`config.mk`:
```
export PLATFORM = sky130hd
export DESIGN_NAME = channel_sample_mc
export DESIGN_NICKNAME = d
export VERILOG_FILES = /design/src/rtl/channel_sample_mc.sv
export SDC_FILE = /design/constraint.sdc
export NUM_CORES = 1
export LEC_CHECK = 0
export BUFFER_PORTS_ARGS = -buffer_cell sky130_fd_sc_hd__buf_2
export CORE_ASPECT_RATIO = 1.2
export CORE_UTILIZATION = 40
export DETAILED_ROUTE_END_ITERATION = 7
export PLACE_DENSITY = 0.71
export SYNTH_ARGS = -nofsm -noshare
export SYNTH_HDL_FRONTEND = slang
export SYNTH_SLANG_ARGS = --single-unit
```
`constraint.sdc`:
```
create_clock -name clk -period 4.3 [get_ports clk]
set_input_delay 0.215 -clock clk [delete_from_list [all_inputs] [get_ports clk]]
set_output_delay 0.215 -clock clk [all_outputs]
set_load 0.05 [all_outputs]
```
`src/rtl/channel_sample_mc.sv`:
```
// Multi-channel logic-analyser front end: synchronises H/L comparator pairs, samples them
// per strobe (point or peak/glitch-capture) and packs SMPLS_PER_WORD samples per word.
module channel_sample_mc #(
    parameter int NUM_CH         = 5,
    parameter int SMPLS_PER_WORD = 4
) (
    input  logic                               clk,
    input  logic                               rst,
    input  logic                               smpl_en,
    input  logic                               glitch_mode,
    input  logic [NUM_CH-1:0]                  CH_H,
    input  logic [NUM_CH-1:0]                  CH_L,
    output logic [NUM_CH-1:0]                  CH_Hff5,
    output logic [NUM_CH-1:0]                  CH_Lff5,
    output logic [NUM_CH*2*SMPLS_PER_WORD-1:0] smpl,
    output logic                               smpl_vld,
    output logic [NUM_CH-1:0]                  glitch
);

    localparam int WordW = 2 * SMPLS_PER_WORD;
    localparam int CntW  = (SMPLS_PER_WORD > 1) ? $clog2(SMPLS_PER_WORD) : 1;
    localparam logic [CntW-1:0] CntLast = CntW'(SMPLS_PER_WORD - 1);

    logic [4:0][NUM_CH-1:0] h_ff_q, h_ff_d, l_ff_q, l_ff_d;

    logic [NUM_CH-1:0] acc_h_q, acc_h_d, acc_l_q, acc_l_d;
    logic [NUM_CH-1:0] seen0_q, seen0_d, seen1_q, seen1_d;
    logic              run_q, run_d;
    logic              mode_q, mode_d;

    logic [NUM_CH-1:0] h5, l5, cur_h, cur_l, cur_s0, cur_s1;
    logic [NUM_CH-1:0] smp_h, smp_l, int_glitch;
    logic              mode_eff;

    logic [NUM_CH-1:0][WordW-1:0] pack_q, pack_d, word_new;
    logic [CntW-1:0]              cnt_q, cnt_d;
    logic [NUM_CH-1:0]            gacc_q, gacc_d;
    logic [NUM_CH*WordW-1:0]      smpl_q, smpl_d;
    logic                         vld_q, vld_d;
    logic [NUM_CH-1:0]            glitch_q, glitch_d;

    always_comb begin
        h_ff_d = {h_ff_q[3:0], CH_H};
        l_ff_d = {l_ff_q[3:0], CH_L};
    end

    assign h5      = h_ff_q[4];
    assign l5      = l_ff_q[4];
    assign CH_Hff5 = h5;
    assign CH_Lff5 = l5;

    // run_q=0 marks the first cycle of an interval: accumulators restart from this cycle alone
    // and glitch_mode is taken directly from the pin, then held for the rest of the interval.
    always_comb begin
        cur_h      = run_q ? (acc_h_q | h5) : h5;
        cur_l      = run_q ? (acc_l_q & l5) : l5;
        cur_s1     = (run_q ? seen1_q : '0) | h5;
        cur_s0     = (run_q ? seen0_q : '0) | ~h5;
        mode_eff   = run_q ? mode_q : glitch_mode;
        smp_h      = mode_eff ? cur_h : h5;
        smp_l      = mode_eff ? cur_l : l5;
        int_glitch = cur_s0 & cur_s1;
    end

    always_comb begin
        acc_h_d = acc_h_q;
        acc_l_d = acc_l_q;
        seen0_d = seen0_q;
        seen1_d = seen1_q;
        mode_d  = mode_q;
        run_d   = 1'b0;
        if (!smpl_en) begin
            acc_h_d = cur_h;
            acc_l_d = cur_l;
            seen0_d = cur_s0;
            seen1_d = cur_s1;
            mode_d  = mode_eff;
            run_d   = 1'b1;
        end
    end

    always_comb begin
        for (int i = 0; i < NUM_CH; i++) begin
            logic [WordW-1:0] pair_ext;
            pair_ext      = '0;
            pair_ext[1:0] = {smp_h[i], smp_l[i]};
            word_new[i]   = (pack_q[i] << 2) | pair_ext;
        end
    end

    always_comb begin
        pack_d   = pack_q;
        cnt_d    = cnt_q;
        gacc_d   = gacc_q;
        smpl_d   = smpl_q;
        glitch_d = glitch_q;
        vld_d    = 1'b0;
        if (smpl_en) begin
            pack_d = word_new;
            if (cnt_q == CntLast) begin
                cnt_d    = '0;
                gacc_d   = '0;
                smpl_d   = word_new;
                glitch_d = gacc_q | int_glitch;
                vld_d    = 1'b1;
            end else begin
                cnt_d  = cnt_q + 1'b1;
                gacc_d = gacc_q | int_glitch;
            end
        end
    end

    always_ff @(posedge clk or posedge rst) begin
        if (rst) begin
            h_ff_q   <= '0;
            l_ff_q   <= '0;
            acc_h_q  <= '0;
            acc_l_q  <= '0;
            seen0_q  <= '0;
            seen1_q  <= '0;
            run_q    <= 1'b0;
            mode_q   <= 1'b0;
            pack_q   <= '0;
            cnt_q    <= '0;
            gacc_q   <= '0;
            smpl_q   <= '0;
            vld_q    <= 1'b0;
            glitch_q <= '0;
        end else begin
            h_ff_q   <= h_ff_d;
            l_ff_q   <= l_ff_d;
            acc_h_q  <= acc_h_d;
            acc_l_q  <= acc_l_d;
            seen0_q  <= seen0_d;
            seen1_q  <= seen1_d;
            run_q    <= run_d;
            mode_q   <= mode_d;
            pack_q   <= pack_d;
            cnt_q    <= cnt_d;
            gacc_q   <= gacc_d;
            smpl_q   <= smpl_d;
            vld_q    <= vld_d;
            glitch_q <= glitch_d;
        end
    end

    assign smpl     = smpl_q;
    assign smpl_vld = vld_q;
    assign glitch   = glitch_q;

endmodule

```
==> impl_metrics.tcl <==
set metrics [dict create \
    swShare_pct 38.0 \
    n_fill_cell 1144 \
    tns_ps 0 \
    power_leakage_nw 3.16 \
    die_h_um 127 \
    diodes 0 \
    worstMarginPinSlew_ps 1090 \
    firstDrtPassIters 4 \
    finalHoldViolations 0 \
    p_int_mw 2.98 \
    seq_area_frac_synth_pct 74.0 \
    gp_congestion 0.729 \
    insertion_delay_ps 410 \
    ys_ff_latch 155 \
    ir_drop_mv 0.392 \
    grt_pass1_wl_um 15400 \
    design.core.area_mm2 0.0127 \
    fin_crit_ps 1740 \
    synthCells 406 \
    worstPathArrival_ps 2020 \
    place_ws_ps 2310 \
    initial_core_util_pct 41.2 \
    drv_slew 0 \
    power_frac_clock_pct 30.1 \
    io-pin-count 70 \
    synth_warnings 0 \
    cts_htree_levels 4 \
    postCtsSetupRepairBufs 0 \
    max-cap-violations 0 \
    numCtsBuffers 17 \
    cts_tree "built" \
    design_power_total_mw 4.81 \
    fp.dieArea_mm2 0.0136 \
    wirelength_um 9120 \
    dp_hpwl_um 5880 \
    ant_nets 0 \
    antenna_found_initial 0 \
    rsz0062_at_grt "false" \
    synth_top_area_share_pct 74.0 \
    hold_class "primary input to async pin" \
    fmaxAchievable_mhz 576 \
    numPortBuffers 69 \
    synthTopCellsByCount "dfrtp_1 (155), nand2_1 (120), o21ai_0 (33), mux2_2 (23), a21oi_1 (12)" \
    relSlewSlack_pct 27.2 \
    fin_skew_ps 7.80 \
    synth_largest_area_cell "dfrtp_1" \
    fin_ws_ps 2560 \
    critPathMaxFanout 59 \
    outcome "complete, no violations" \
    cts_resized 0 \
    synthFlopType "dfrtp_1" \
    synth_edf_count 0 \
    vias 3111 \
    synth_nets 421 \
    synth_cell_type_count 21 \
    grt_max_degree 105 \
    clkSinkCount 155 \
    async_reset_ff_share_pct 100 \
    criticalPathCategory "flip-flop to flip-flop" \
    area_growth_pct 22.5 \
    grt_pass1_vias 3113 \
    routedWlPerCell_um 13.7 \
    clk_pin_slew_ps 60 \
    fin_crit_sh_pct 40.4 \
    setup_viol 0 \
    rr_worst_depth 5 \
    grt-ovfl-total 0 \
    clock_path_buffers 2 \
    required_ps 4580 \
    synth_area_leaders "dfrtp_1 (74%), nand2_1 (8.6%), mux2_2 (4.9%)" \
    dieWidth_um 106 \
    final_nets 505 \
    via_per_inst 4.66 \
    clockRootBuffer "clkbuf_16" \
    power_density_mw_per_mm2 750 \
    layout-drive-gt1-share_pct 25.8 \
    p_comb_share_pct 29.1 \
    p_switching_mw 1.83 \
    start_kind "flip-flop" \
    syn_area_mm2 0.00524 \
    syn_avg_cell_area_um2 12.9 \
    grt_use_total_pct 14.9 \
    rows 45 \
    drt_iter0_drc 155 \
    drc 0 \
    post-synth-top-count-cell "dfrtp_1" \
    endpoint_kind "flip-flop" \
    p_seq_share_pct 40.8 \
]
-- power by group through the flow --
stage	Combinational (mW)	Sequential (mW)	Clock [mW]
after floorplan	0.390	2.66	0
final	1.40	1.96	1.45
after detailed placement	1.41	1.99	0
after global routing	1.51	2.00	1.55
after CTS	1.42	1.97	1.48
after global placement	1.39	1.97	0
-- cells by family (layout without fill, tap and decap cells) --
family | Yosys count | in the layout | synth area share (%)
fa+ha+maj | 1 | 1 | 0.239
flops | 155 | 155 | 74.0
simple gates | 137 | 137 | 10.2
compound gates | 61 | 61 | 6.76
buf+inv | 21 | 118 | 2.24
mux | 31 | 31 | 6.47
-- through the flow --
step	hold WS, ps	cell area [um2]	utilization (%)	std cells
final	54.2	6420	50.4	667
after global routing	146	6420	50.4	667
after CTS	78.0	6420	50.4	667
after detailed placement	324	5720	45.0	624
after global placement	322	5720	45.0	624
after floorplan	246	5240	-	406
-- layer usage --
layer / wire length, um / share of wire (%) / GRT usage (%) / vias to the layer above
li1: - / - / - / 1492
met1: 4010 / 44 / 18.8 / 1541
met2: 4490 / 49 / 23.5 / 68
met3: 486 / 5.3 / 5.26 / 10
met4: 126 / 1.4 / 5.80 / 0
met5: 0 / 0 / 0 / -
-- worst paths after layout --
path	startpoint	endpoint	slack (ps)
max in group asynchronous	rst	smpl[3]$_DFFE_PP0P_	3210
max	cnt_q[0]$_DFFE_PP0P_	glitch[0]$_DFFE_PP0P_	2560
min in group clk	smpl_en	pack_q[9]$_DFFE_PP0P_	250
max reg2reg	cnt_q[0]$_DFFE_PP0P_	glitch[0]$_DFFE_PP0P_	2560
min reg2reg	h_ff_d[24]$_DFF_PP0_	CH_Hff5[4]$_DFF_PP0_	350
min	rst	l_ff_d[7]$_DFF_PP0_	50
-- critical path, cell delays in order (launching register included) --
cell,delay (ps)
dfrtp_1,390
ha_1,250
nand2_2,90
buf_4,490
mux2i_1,260
o21ai_0,110
-- area by class of cell --
type	count	area [um2]	share of cell area [%]
Multi-Input combinational cell	230	1240	19.4
Tap cell	164	205	3.20
Sequential cell	155	3880	60.5
Clock inverter	14	145	2.26
Inverter	3	15.0	0.234
Timing Repair Buffer	83	490	7.64
Clock buffer	18	439	6.84
-- timing repair --
action | CTS | global route
hold buffers | 11 | 0
endpoints found under the hold margin | 11 | 0
setup endpoints to repair | 0 | 0
-- flip-flops by register name (all words and copies together), names as in the netlist, 20 cells and up --
register  cells
h_ff_d       20
l_ff_d       20
pack_q       30
smpl         40
-- cells in the final DEF, fill, tap and decap left out --
master,n
clkinv_2,4
bufinv_16,2
inv_2,1
buf_12,1
clkinv_4,2
a21o_1,10
mux2i_1,8
clkinvlp_4,5
ha_1,1
nand2_1,120
buf_2,69
dlygate4sd3_1,11
buf_4,2
nor2_1,8
o21ai_0,33
clkbuf_8,1
inv_6,2
a21oi_1,12
a32o_1,1
inv_1,1
o22a_1,5
nand2_2,1
dfrtp_1,155
mux2_2,23
or2_1,1
and2_1,1
nor2b_1,6
clkbuf_16,17
Note: power is estimated with default switching activity, not from simulation.
